**src/rtl/jac2_pkg.sv**
```systemverilog
// rtl/jac2_pkg.sv - control-field opcodes and sequencer state encodings
package jac2_pkg;

  localparam logic [2:0] CTL_SEQ  = 3'd0;
  localparam logic [2:0] CTL_JMP  = 3'd1;
  localparam logic [2:0] CTL_BRT  = 3'd2;
  localparam logic [2:0] CTL_BRF  = 3'd3;
  localparam logic [2:0] CTL_CALL = 3'd4;
  localparam logic [2:0] CTL_RET  = 3'd5;
  localparam logic [2:0] CTL_HALT = 3'd6;

  typedef enum logic [1:0] {
    ST_FETCH  = 2'd0,
    ST_EXEC   = 2'd1,
    ST_HALTED = 2'd2
  } state_t;

endpackage

```
**src/rtl/jac2_sequencer_if.sv**
```systemverilog
// rtl/jac2_sequencer_if.sv - instruction fetch and decoder handshake bundle
interface jac2_sequencer_if #(
  parameter int PC_WIDTH        = 8,
  parameter int IR_WIDTH        = 16,
  parameter int NUM_STATUS_BITS = 3
);

  logic                       imem_req;
  logic [PC_WIDTH-1:0]        imem_addr;
  logic                       imem_ack;
  logic [IR_WIDTH-1:0]        imem_data;
  logic [IR_WIDTH-1:0]        ir;
  logic                       ir_valid;
  logic                       stall;
  logic [NUM_STATUS_BITS-1:0] status;

  modport master (
    output imem_req, imem_addr, ir, ir_valid,
    input  imem_ack, imem_data, stall, status
  );

  modport slave (
    input  imem_req, imem_addr, ir, ir_valid,
    output imem_ack, imem_data, stall, status
  );

endinterface

```
**src/rtl/jac2_ret_stack.sv**
```systemverilog
// rtl/jac2_ret_stack.sv - LIFO of return addresses for CALL/RET
module jac2_ret_stack #(
  parameter int WIDTH = 8,
  parameter int DEPTH = 4
) (
  input  logic             clk,
  input  logic             res,
  input  logic             push,
  input  logic             pop,
  input  logic [WIDTH-1:0] push_data,
  output logic [WIDTH-1:0] top,
  output logic             full,
  output logic             empty
);

  localparam int SPW = $clog2(DEPTH + 1);

  logic [SPW-1:0]   sp_q, sp_d;
  logic [WIDTH-1:0] mem_q [DEPTH];

  assign full  = (sp_q == SPW'(DEPTH));
  assign empty = (sp_q == '0);

  always_comb begin
    sp_d = sp_q;
    if (push && !full) begin
      sp_d = sp_q + SPW'(1);
    end else if (pop && !empty) begin
      sp_d = sp_q - SPW'(1);
    end
  end

  // sp points one past the newest entry
  always_comb begin
    top = '0;
    for (int i = 0; i < DEPTH; i++) begin
      if (sp_q == SPW'(i + 1)) top = mem_q[i];
    end
  end

  always_ff @(posedge clk or posedge res) begin
    if (res) begin
      sp_q <= '0;
      for (int i = 0; i < DEPTH; i++) mem_q[i] <= '0;
    end else begin
      sp_q <= sp_d;
      for (int i = 0; i < DEPTH; i++) begin
        if (push && !full && sp_q == SPW'(i)) mem_q[i] <= push_data;
      end
    end
  end

endmodule

```
**src/rtl/jac2_sequencer.sv**
```systemverilog
// rtl/jac2_sequencer.sv - fetch/execute sequencer with branches and a return stack
module jac2_sequencer
  import jac2_pkg::*;
#(
  parameter int PC_WIDTH        = 8,
  parameter int IR_WIDTH        = 16,
  parameter int STACK_DEPTH     = 4,
  parameter int NUM_STATUS_BITS = 3
) (
  input  logic                clk,
  input  logic                res,
  jac2_sequencer_if.master    bus,
  output logic [PC_WIDTH-1:0] pc,
  output logic                halted,
  output logic                fault
);

  state_t              state_q, state_d;
  logic [PC_WIDTH-1:0] pc_q, pc_d;
  logic [IR_WIDTH-1:0] ir_q, ir_d;
  logic                fault_q, fault_d;

  logic                stk_push, stk_pop, stk_full, stk_empty;
  logic [PC_WIDTH-1:0] stk_top;

  logic [2:0]          ctl;
  logic [1:0]          flag_idx;
  logic                flag;
  logic [PC_WIDTH-1:0] target;
  logic [PC_WIDTH-1:0] link;

  assign ctl      = ir_q[IR_WIDTH-1 -: 3];
  assign flag_idx = ir_q[IR_WIDTH-4 -: 2];
  assign target   = ir_q[PC_WIDTH-1:0];
  assign link     = pc_q + PC_WIDTH'(1);

  // indices beyond the implemented flags read as 0
  always_comb begin
    flag = 1'b0;
    for (int i = 0; i < NUM_STATUS_BITS && i < 4; i++) begin
      if (int'(flag_idx) == i) flag = bus.status[i];
    end
  end

  jac2_ret_stack #(
    .WIDTH (PC_WIDTH),
    .DEPTH (STACK_DEPTH)
  ) u_ret_stack (
    .clk       (clk),
    .res       (res),
    .push      (stk_push),
    .pop       (stk_pop),
    .push_data (link),
    .top       (stk_top),
    .full      (stk_full),
    .empty     (stk_empty)
  );

  always_comb begin
    state_d  = state_q;
    pc_d     = pc_q;
    ir_d     = ir_q;
    fault_d  = fault_q;
    stk_push = 1'b0;
    stk_pop  = 1'b0;
    case (state_q)
      ST_FETCH: begin
        if (bus.imem_ack) begin
          ir_d    = bus.imem_data;
          state_d = ST_EXEC;
        end
      end
      ST_EXEC: begin
        if (!bus.stall) begin
          state_d = ST_FETCH;
          case (ctl)
            CTL_JMP: pc_d = target;
            CTL_BRT: pc_d = flag ? target : link;
            CTL_BRF: pc_d = flag ? link : target;
            CTL_CALL: begin
              if (stk_full) begin
                fault_d = 1'b1;
                state_d = ST_HALTED;
              end else begin
                stk_push = 1'b1;
                pc_d     = target;
              end
            end
            CTL_RET: begin
              if (stk_empty) begin
                fault_d = 1'b1;
                state_d = ST_HALTED;
              end else begin
                stk_pop = 1'b1;
                pc_d    = stk_top;
              end
            end
            CTL_HALT: state_d = ST_HALTED;
            default:  pc_d = link;
          endcase
        end
      end
      default: state_d = ST_HALTED;
    endcase
  end

  always_ff @(posedge clk or posedge res) begin
    if (res) begin
      state_q <= ST_FETCH;
      pc_q    <= '0;
      ir_q    <= '0;
      fault_q <= 1'b0;
    end else begin
      state_q <= state_d;
      pc_q    <= pc_d;
      ir_q    <= ir_d;
      fault_q <= fault_d;
    end
  end

  // reset already parks the FSM in FETCH, so the request is masked until res drops
  assign bus.imem_req  = (state_q == ST_FETCH) && !res;
  assign bus.imem_addr = pc_q;
  assign bus.ir        = ir_q;
  assign bus.ir_valid  = (state_q == ST_EXEC);
  assign pc            = pc_q;
  assign halted        = (state_q == ST_HALTED);
  assign fault         = fault_q;

endmodule

```
**src/flat_wrapper.sv**
```systemverilog
// flat-port wrapper written by rule: the top's interface ports become plain ports
module jac2_sequencer_flat import jac2_pkg::*;
#(
  parameter int PC_WIDTH        = 8,
  parameter int IR_WIDTH        = 16,
  parameter int STACK_DEPTH     = 4,
  parameter int NUM_STATUS_BITS = 3
)
  (clk, res, pc, halted, fault, bus_imem_req, bus_imem_addr, bus_ir, bus_ir_valid, bus_imem_ack, bus_imem_data, bus_stall, bus_status);
  jac2_sequencer_if #(.PC_WIDTH(PC_WIDTH), .IR_WIDTH(IR_WIDTH), .NUM_STATUS_BITS(NUM_STATUS_BITS)) bus_i ();
  input  logic clk;
  input  logic res;
  output logic [PC_WIDTH-1:0] pc;
  output logic halted;
  output logic fault;
  output wire logic [$bits(bus_i.imem_req)-1:0] bus_imem_req;
  output wire logic [$bits(bus_i.imem_addr)-1:0] bus_imem_addr;
  output wire logic [$bits(bus_i.ir)-1:0] bus_ir;
  output wire logic [$bits(bus_i.ir_valid)-1:0] bus_ir_valid;
  input wire logic [$bits(bus_i.imem_ack)-1:0] bus_imem_ack;
  input wire logic [$bits(bus_i.imem_data)-1:0] bus_imem_data;
  input wire logic [$bits(bus_i.stall)-1:0] bus_stall;
  input wire logic [$bits(bus_i.status)-1:0] bus_status;
  assign bus_imem_req = bus_i.imem_req;
  assign bus_imem_addr = bus_i.imem_addr;
  assign bus_ir = bus_i.ir;
  assign bus_ir_valid = bus_i.ir_valid;
  assign bus_i.imem_ack = bus_imem_ack;
  assign bus_i.imem_data = bus_imem_data;
  assign bus_i.stall = bus_stall;
  assign bus_i.status = bus_status;
  jac2_sequencer #(.PC_WIDTH(PC_WIDTH), .IR_WIDTH(IR_WIDTH), .STACK_DEPTH(STACK_DEPTH), .NUM_STATUS_BITS(NUM_STATUS_BITS)) u_core (.clk(clk), .res(res), .bus(bus_i), .pc(pc), .halted(halted), .fault(fault));
endmodule
```
**config.mk**
```make
export PLATFORM = sky130hd
export DESIGN_NAME = jac2_sequencer_flat
export DESIGN_NICKNAME = d
export VERILOG_FILES = /design/src/rtl/jac2_pkg.sv /design/src/rtl/jac2_sequencer_if.sv /design/src/rtl/jac2_ret_stack.sv /design/src/rtl/jac2_sequencer.sv /design/src/flat_wrapper.sv
export SDC_FILE = /design/constraint.sdc
export NUM_CORES = 1
export LEC_CHECK = 0
export CORE_ASPECT_RATIO = 0.9
export CORE_MARGIN = 4
export CORE_UTILIZATION = 30
export CTS_CLUSTER_DIAMETER = 60
export CTS_CLUSTER_SIZE = 25
export DETAILED_ROUTE_END_ITERATION = 8
export PLACE_DENSITY_LB_ADDON = 0.08
export RECOVER_POWER = 100
export SYNTH_ARGS = -nofsm -noshare
export SYNTH_HDL_FRONTEND = slang
export SYNTH_SLANG_ARGS = --single-unit
```
**constraint.sdc**
```tcl
create_clock -name clk -period 2.4 [get_ports clk]
set_input_delay 0.48 -clock clk [delete_from_list [all_inputs] [get_ports clk]]
set_output_delay 0.48 -clock clk [all_outputs]
set_load 0.01 [all_outputs]
```
---- Word level (Yosys, flattened, before mapping) ----
Index checks and enable logic that the tools add are counted.
word-level totals
  register bits ........................... 62
  bits in latches ......................... 0
  memory bits (writable) .................. 0
  bits in read-only memories .............. 0
  bits of input ports ..................... 23
  output and inout bits ................... 36
  logic and storage cells ................. 84
  memories kept ........................... 0
cells by class
  $add $sub $neg .......................... 3
  $mul .................................... 0
  divide/modulo/power cells ............... 0
  order comparisons ....................... 0
  eq/ne operators ......................... 20
  shift operators ......................... 0
  mux-type cells .......................... 31
  bitwise operators ....................... 2
  reductions and logical operators ........ 19
operator list
  kind                                               count
  2-to-1 mux 8 bit                                   8
  one-hot mux 8 bit (6 select lines)                 1
  2-to-1 mux 1 bit                                   13
  == test 3 x 2 -> 1 bit (second input constant)     4
  == test 3 bit (second input constant)              4
  inequality test 2 bit (second input constant)      6
  AND reduction 5 bit                                2
  adder 8 x 1 -> 8 bit (second input constant)       1
  2-to-1 mux 2 bit                                   4
  logical AND 1 bit                                  7
  == test 2 bit (second input constant)              3
  == test 3 x 1 -> 1 bit (second input constant)     2
  2-to-1 mux 3 bit                                   2
  one-hot mux 2 bit (3 select lines)                 1
  logical NOT 2 bit                                  2
  one-hot mux 2 bit (2 select lines)                 1
  AND reduction 2 bit                                2
  nonzero test 2 bit                                 2
  adder 3 x 1 -> 3 bit (second input constant)       1
  logical NOT 1 bit                                  3
  logical NOT 3 bit                                  1
  subtractor 3 x 1 -> 3 bit (second input constant)  1
  == test 2 x 1 -> 1 bit (second input constant)     1
  NOT 1 bit                                          2
  one-hot mux 1 bit (2 select lines)                 1

---- Longest topological paths before layout ----
Gate-level depths: netlist of run 1.
  depth after elaboration ................. 8
  depth in mapped cells ................... 9
  mapped depth without buffers ............ 7

---- Hierarchy ----
Synthesis of run 1 repeated with hierarchy kept, for this count alone.
unflattened totals
  cell total of the unflattened synthesis .. 318
  area, all modules ....................... 3487.1 um^2
by module, submodules not included
  module          times used  cells each  area each (um^2)  seq. area each (um^2)
  jac2_sequencer  1           185         1778.0            675.6
  jac2_ret_stack  1           133         1709.1            875.8

---- Least setup slack after synthesis of run 1 ----
Ideal clock, no wire load.
  path kind ............................... reg2reg
  start point ............................. register u_core.u_ret_stack.sp_q[2]
  end point ............................... register u_core.pc_q[2], in the netlist u_core.bus.imem_addr[2]
  setup time .............................. 0.087 ns
  data arrival time ....................... 1.847 ns
  required time ........................... 2.313 ns
  slack ................................... 0.467 ns
  stages on the path, launching flop included .. 10
  buffers on the path ..................... 2
  period minus slack after synthesis ...... 1.933 ns
  cell sequence ........................... dfrtp_1 -> buf_2 -> inv_1 -> ha_1 -> clkbuf_1 -> nor2_1 -> o21ai_0 -> a311oi_1 -> a31oi_1 -> o211ai_1
on the way
  cells in the longest elaborated chain, start to end .. 7
  elaborated cells on any way between the ends .. 14
  classes of those cells .................. eq/ne (6); mux (6); reduce/logical (2)
ends and longest elaborated chain
  what                                line                   source
  start: declaration                  jac2_ret_stack.sv:18   logic [SPW-1:0] sp_q, sp_d;
  start signal: assignment            jac2_ret_stack.sv:46   sp_q <= sp_d;
  == test 3 x 1 -> 1 bit              jac2_ret_stack.sv:37   if (sp_q == SPW'(i + 1)) top = mem_q[i];
  2-to-1 mux 8 bit (4 in a row)       jac2_ret_stack.sv:37
  2-to-1 mux 8 bit                    jac2_sequencer.sv:90   if (stk_empty) begin
  one-hot mux 8 bit (6 select lines)  jac2_sequencer.sv:76   case (ctl)
  end signal: assignment              jac2_sequencer.sv:115  pc_q <= pc_d;
  end: declaration                    jac2_sequencer.sv:19   logic [PC_WIDTH-1:0] pc_q, pc_d;
Parallel ways exist; a longest one is shown, timed or not. The select of a mux whose other input is x is not followed.
A chain may end at the register's enable or synchronous reset.

---- Worst setup path in the final report of run 1 ----
  start point ............................. input res
  end point ............................... output bus_imem_req
on the way
  cells in the longest elaborated chain, start to end .. 2
ends and longest elaborated chain
  what                         line                   source
  start: declaration           flat_wrapper.sv:12     input logic res;
  logical NOT 1 bit (no line)  --
  logical AND 1 bit            jac2_sequencer.sv:122  assign bus.imem_req = (state_q == ST_FETCH) && !res;
  end: declaration             flat_wrapper.sv:16     output wire logic [$bits(bus_i.imem_req)-1:0] bus_imem_req;
No other way between the ends.

==> results by group, run 1 <==
Drt
  – Routed wl met3: 545 um
  – Detailed Route Iter0 Violations: 197
  – Met2 wire length: 4020 um
  – Via density: 5.02
  – Routed via count: 2,498
  – DR WL/cell: 17.5 um
  – WL final: 8720 um
  – Routed Antenna Nets: 0
  – DRT Pass-1 Iters: 4
  – WL met1: 4020 um
  – Top sig layer: met4
  – Remaining DRCs: 0

Synthesis
  – Xor and xnor area share after synthesis: 2.45%
  – Most frequent cells after synthesis: dfrtp_1, mux2_2, nand2_1
  – Post-synthesis mux area share: 14.3%
  – Distinct cells, synth: 49
  – Syn avg cell area: 10.9 um^2
  – Seq/Total Area, Yosys: 48.2%
  – Synth Area in Adders: 2.72%
  – Most frequent cell after synthesis: dfrtp_1
  – EDFF count, synth: 0
  – Synth Instances: 295
  – Mapped Nets: 325
  – Syn Std Cell Area: 3220 um^2
  – Synth Area in Compound Gates: 13.3%
  – Largest area contributor in the netlist: dfrtp_1
  – Yosys Warn Count: 0
  – FF+latch count, synth: 62
  – Primary FF master, synth: dfrtp_1
  – Largest family of logic cells by synthesized area: simple AND/OR/NAND/NOR gates
  – Synth top area cells: dfrtp_1, mux2_2, o21ai_0
  – Post-Synth Simple-Gate Area: 14.6%
  – Post-synth top area share: 48.2%
  – Fraction of registers with async set/reset: 100%

Job
  – Number of max-cap violations: 0

Critical path
  – Crit path cell chain: dlygate4sd3_1 -> nor3_1 -> clkdlybuf4s50_1
  – CP Max Fanout: 2
  – Startpoint types: input port
  – Crit Path Category: in -> out
  – Worst EP required: 1.92 ns
  – Worst stage delay on the critical path: 0.57 ns
  – Reg2Reg Setup Slack: 0.23 ns
  – Critical-path top delay cell: clkdlybuf4s50_1
  – CP Capture Type: output pin
  – Worst EP arrival: 1.75 ns

Global route
  – Overflow after GRT: 0
  – GRT Util Overall: 15.0%
  – First-pass GRT wire length: 14,200 um
  – Initial antenna violation count: 0
  – Vias in the first global route: 2,595
  – Largest net degree at the start of global routing: 63

Timing
  – Worst slew pin tran: 1.43 ns
  – Final Hold Viols: 0
  – Final worst slack: 0.168 ns
  – Setup Viol. Count Final: 0
  – Final Cycle Share: 93.0%
  – Max Clk Rate: 448 MHz
  – Slew headroom: 4.35%
  – Slew Limit Fails: 0
  – Unrepaired setup endpoints after global routing: false
  – Worst clock skew: 0.00588 ns
  – Setup TNS Final: 0 ns
  – Period minus WS final: 2.23 ns

Place
  – Placer Congestion: 0.800
  – Dpl hpwl: 6310 um
  – DP Worst Slack: -0.0147 ns
  – Placed Cells incl. Taps: 482
  – Port Buf Inserts: 58

Clock network
  – CTS root buffer: clkbuf_16
  – Worst-path clk slew: 0.05 ns
  – Hold Buf Count CTS: 0
  – TritonCTS clock tree: built
  – Post-CTS Resized: 0
  – TritonCTS Sinks: 62
  – Number of H-tree levels: 3
  – Skew-Pair Late Insertion Delay: 0.33 ns
  – CTS buffer count: 9
  – Setup bufs post-CTS: 0
  – Clock Path Buffers: 2

Cells and area
  – P&R area growth vs syn: 32.8%
  – ANT cells: 0
  – Fraction of layout cells with a size suffix above 1: 20.6%
  – Number of non-filler instances in the completed layout: 498
  – Nets@finish: 394

Power and ir drop
  – Pleak: 1.85 nW
  – Worst IR drop on VDD: 0.000473 V
  – Power per cell area: 1350 nW/um^2

Floorplan
  – Rows: 35
  – Die width: 117 um
  – Die ar.: 12,400 um^2
  – IO Count: 59
  – Die Y: 106 um
  – Initial core utilization: 31.1%
  – Core area: 10,300 um^2

Run status
  – Status: finished clean

Min path
  – Hold Path Class: reg -> reg
stage by stage:
step	total power, mW	utilization (%)	cell area (um^2)	hold WS (ns)
6_report	5.77	41.3	4270	0.470
5_1_grt	6.20	41.3	4270	0.482
4_1_cts	6.02	41.7	4310	0.483
3_5_place_dp	4.65	38.8	4010	0.461
3_3_place_gp	4.64	38.8	4010	0.463
2_1_floorplan	3.35	-	3220	0.442
cell type report:
type	count	area [um^2]
multi-input combinational	205	1510
tap	129	161
sequential	62	1550
clock buffer	12	256
fill	1011	6060
clock inverter	4	45.0
timing repair buffer	77	714
inverter	9	33.8
path summary, 6_finish.rpt:
path | to | cells after the start | start
hold reg to reg | u_core.fault$_DFFE_PP0P_ | 1 | u_core.fault$_DFFE_PP0P_
min in group asynchronous | u_core.fault$_DFFE_PP0P_ | 3 | res
setup / recovery | bus_imem_req | 3 | res
hold / removal | u_core.fault$_DFFE_PP0P_ | 1 | u_core.fault$_DFFE_PP0P_
max in group asynchronous | u_core.bus.ir[5]$_DFFE_PP0P_ | 3 | res
setup reg to reg | u_core.bus.imem_addr[3]$_DFFE_PP0P_ | 7 | u_core.u_ret_stack.sp_q[0]$_DFFE_PP0P_
cell families (layout without fill, tap and decap cells):
logic type / after synthesis / in the layout
AND/OR/NAND/NOR: 86 / 86
AO/OA/AOI/OAI: 62 / 62
flip-flops: 62 / 62
multiplexers: 41 / 41
buffers and inverters: 28 / 102
XOR/XNOR: 9 / 9
adder cells (fa/ha/maj): 7 / 7
layout by cell type, fill, tap and decap left out, types with 2 or more instances in the layout:
cell             synthesis  routed
clkdlybuf4s50_1          0      22
and2_1                   5       5
a211oi_1                 4       5
a31oi_1                  6       6
xor2_1                   2       2
o21ai_0                 21      21
nor2b_1                  4       4
nand3b_1                 2       2
o2111ai_1                2       2
nor3b_1                  4       4
clkbuf_8                 0       2
inv_1                    9       8
ha_1                     7       7
dfrtp_1                 62      62
a311oi_1                 4       4
nand2b_1                 2       2
a21oi_1                  3       3
and3_1                   2       2
nor3_1                   2       2
and3b_1                  3       3
clkbuf_1                 6       2
clkinv_2                 0       3
xnor2_1                  7       7
mux2_2                  38      38
nand3_1                 11      11
a222oi_1                 4       4
nand2_1                 22      25
dlygate4sd3_1            0      36
clkbuf_16                0       9
nor2_1                  20      20
o211ai_1                 6       6
mux2i_1                  2       2
buf_4                    8      15
sequential cells by signal, indices dropped and copies added (netlist names):
name	count
u_core.u_ret_stack.sp_q	3
u_core.bus.ir	16
u_core.fault	1
u_core.u_ret_stack.mem_q	32
u_core.state_q	2
u_core.bus.imem_addr	8
where the power goes:
group | switching [mW] | internal [mW] | leakage [nW]
logic | 1.32 | 1.27 | 0.908
registers | 0.399 | 1.47 | 0.788
clock network | 0.459 | 0.854 | 0.152
total | 2.18 | 3.60 | 1.85
layer usage:
layer | track usage, % | up-vias
met1 | 21.1 | 1228
met5 | 0 | -
met3 | 4.89 | 8
met4 | 4.91 | 0
li1 | - | 1203
met2 | 21.6 | 59
worst max-delay path: cells and delay by family:
| kind | cells | cell delay (ns) |
|---|---|---|
| simple gates | 1 | 0.15 |
| buf+inv | 2 | 1.13 |
(Power assumes the default switching activity.)
==> run 2, diff against run 1 <==
GPL_TIMING_DRIVEN = 0   (was unset)
HOLD_SLACK_MARGIN = 0.1   (was unset)
==> results by group, run 2 (synthesized netlist as in run 1, its figures left out) <==
Timing
  – Period minus WS final: 2.23 ns
  – Final Hold Viols: 0
  – Final worst slack: 0.174 ns
  – Slew headroom: 11.7%
  – Setup Viol. Count Final: 0
  – Worst clock skew: 0.00362 ns
  – Slew Limit Fails: 0
  – Final Cycle Share: 92.8%
  – Worst slew pin tran: 1.32 ns
  – Setup TNS Final: 0 ns
  – Unrepaired setup endpoints after global routing: true
  – Max Clk Rate: 449 MHz

Power and ir drop
  – Pleak: 1.82 nW
  – Design Power: 5.70 mW
  – Worst IR drop on VDD: 0.000641 V
  – Power per cell area: 1340 nW/um^2

Drt
  – Routed Antenna Nets: 0
  – Via density: 4.98
  – Detailed Route Iter0 Violations: 104
  – Routed via count: 2,467
  – Remaining DRCs: 0
  – WL final: 7960 um
  – DR WL/cell: 16.1 um
  – DRT Pass-1 Iters: 4

Cells and area
  – Number of non-filler instances in the completed layout: 495
  – # fillers: 1,023
  – Fraction of layout cells with a size suffix above 1: 21.9%
  – Max FFs per register: 32
  – ANT cells: 0
  – Most frequent cells in the layout: dfrtp_1, clkdlybuf4s50_1, mux2_2
  – P&R area growth vs syn: 32.5%
  – FF+latch area: 1550 um^2
  – Nets@finish: 393
  – Commonest non-fill, non-tap cell in the layout: dfrtp_1
  – Finished Cell Area: 4260 um^2
  – Multi-input gate area: 1530 um^2
  – Register bank with the most flops: u_core.u_ret_stack.mem_q

Critical path
  – Crit path cell chain: dlygate4sd3_1 -> nor3_1 -> clkdlybuf4s50_1
  – Worst EP required: 1.92 ns
  – Worst path bufs/invs: 2
  – Worst stage delay on the critical path: 0.56 ns
  – CP Capture Type: output pin
  – Startpoint types: input port
  – CP Max Fanout: 2
  – Crit-path leading delay family: buffers and inverters
  – Critical-path top delay cell: dlygate4sd3_1
  – Worst EP arrival: 1.75 ns
  – Crit Path Category: in -> out

Global route
  – Initial antenna violation count: 0
  – Largest net degree at the start of global routing: 63
  – GRT Util Overall: 13.8%
  – Overflow after GRT: 0
  – Vias in the first global route: 2,532
  – First-pass GRT wire length: 13,200 um

Clock network
  – Setup bufs post-CTS: 0
  – Skew-Pair Late Insertion Delay: 0.33 ns
  – Number of H-tree levels: 3
  – Hold Buf Count CTS: 0
  – CTS buffer count: 9
  – TritonCTS clock tree: built
  – TritonCTS Sinks: 62
  – CTS root buffer: clkbuf_16
  – Worst-path clk slew: 0.05 ns
  – Clock Path Buffers: 2

Place
  – Dpl hpwl: 5950 um
  – Placer Congestion: 0.754
  – DP Worst Slack: -0.134 ns
  – Placed cell area: 3960 um^2
  – Placed Cells incl. Taps: 482
  – Port Buf Inserts: 58

Floorplan
  – Initial core utilization: 31.1%
  – IO Count: 59
  – Die Y: 106 um
  – Die ar.: 12,400 um^2
  – Rows: 35
  – Core area: 10,300 um^2
  – Die width: 117 um

Job
  – Number of max-cap violations: 0

Min path
  – Hold Path Class: reg -> reg

Run status
  – Status: finished clean
==> run 2: changes by cell type in the layout (fill, tap and decap cells not counted), moves of 3 or more <==
cell | previous run | this run
clkdlybuf4s50_1 | 22 | 53
dlygate4sd3_1 | 36 | 5
buf_4 | 15 | 9
buf_2 | 1 | 5
clkbuf_1 | 2 | 5
clkinv_2 | 3 | 0
nand2_1 | 25 | 22
nand2_2 | 0 | 3
==> run 2: where the power goes <==
part / total [mW] / switching (mW) / internal (mW)
clock: 1.29 / 0.439 / 0.849
combinational: 2.56 / 1.26 / 1.30
sequential: 1.85 / 0.377 / 1.48
total: 5.70 / 2.08 / 3.62
==> run 2: worst reg2reg max path, stage by stage, from the launching register on <==
cell	delay [ns]
dfrtp_2	0.42
buf_4	0.22
inv_1	0.08
ha_1	0.25
nor4b_2	0.55
nand2_1	0.11
nand4_1	0.11
o2111ai_1	0.14
a41oi_1	0.24
==> run 2: cell type report <==
class	instances	share of cell area [%]
multi-input combinational	205	36.0
inverter	9	0.793
tap	129	3.79
buffer	18	2.55
clock buffer	13	6.11
timing repair buffer	58	13.6
clock inverter	1	0.705
sequential	62	36.4
==> run 2: repair_timing <==
item / 4_1_cts / 5_1_grt
gates resized for setup: 3 / 6
pin swaps: 0 / 1
setup endpoints to repair: 4 / 8
cloned: 0 / 0
==> run 2: stage by stage <==
stage               hold WS [ns]  util, %
finish                     0.472     41.2
global route               0.501     41.2
detailed placement         0.464     38.3
floorplan                  0.442        -
CTS                        0.476     41.2
global placement           0.454     38.3
==> run 2: path summary, 6_finish.rpt <==
kind                                                          start                                       end  slack (ns)  cells after the start
hold reg to reg            u_core.u_ret_stack.mem_q[18]$_DFFE_PP0P_  u_core.u_ret_stack.mem_q[18]$_DFFE_PP0P_        0.47                      2
max in group asynchronous                                       res    u_core.u_ret_stack.sp_q[2]$_DFFE_PP0P_        0.50                      2
setup reg to reg             u_core.u_ret_stack.sp_q[2]$_DFFE_PP0P_       u_core.bus.imem_addr[7]$_DFFE_PP0P_        0.19                      8
hold / removal             u_core.u_ret_stack.mem_q[18]$_DFFE_PP0P_  u_core.u_ret_stack.mem_q[18]$_DFFE_PP0P_        0.47                      2
min in group asynchronous                                       res             u_core.bus.ir[14]$_DFFE_PP0P_        0.99                      2
setup / recovery                                                res                              bus_imem_req        0.17                      3
==> run 2: routing by layer <==
layer | vias to the layer above | wire (um) | GRT usage (%) | share of wire [%]
li1 | 1199 | - | - | -
met1 | 1210 | 3810 | 18.9 | 48
met2 | 52 | 3710 | 20.6 | 47
met3 | 6 | 397 | 5.01 | 5.0
met4 | 0 | 43 | 3.19 | 0.54
met5 | - | 0 | 0 | 0
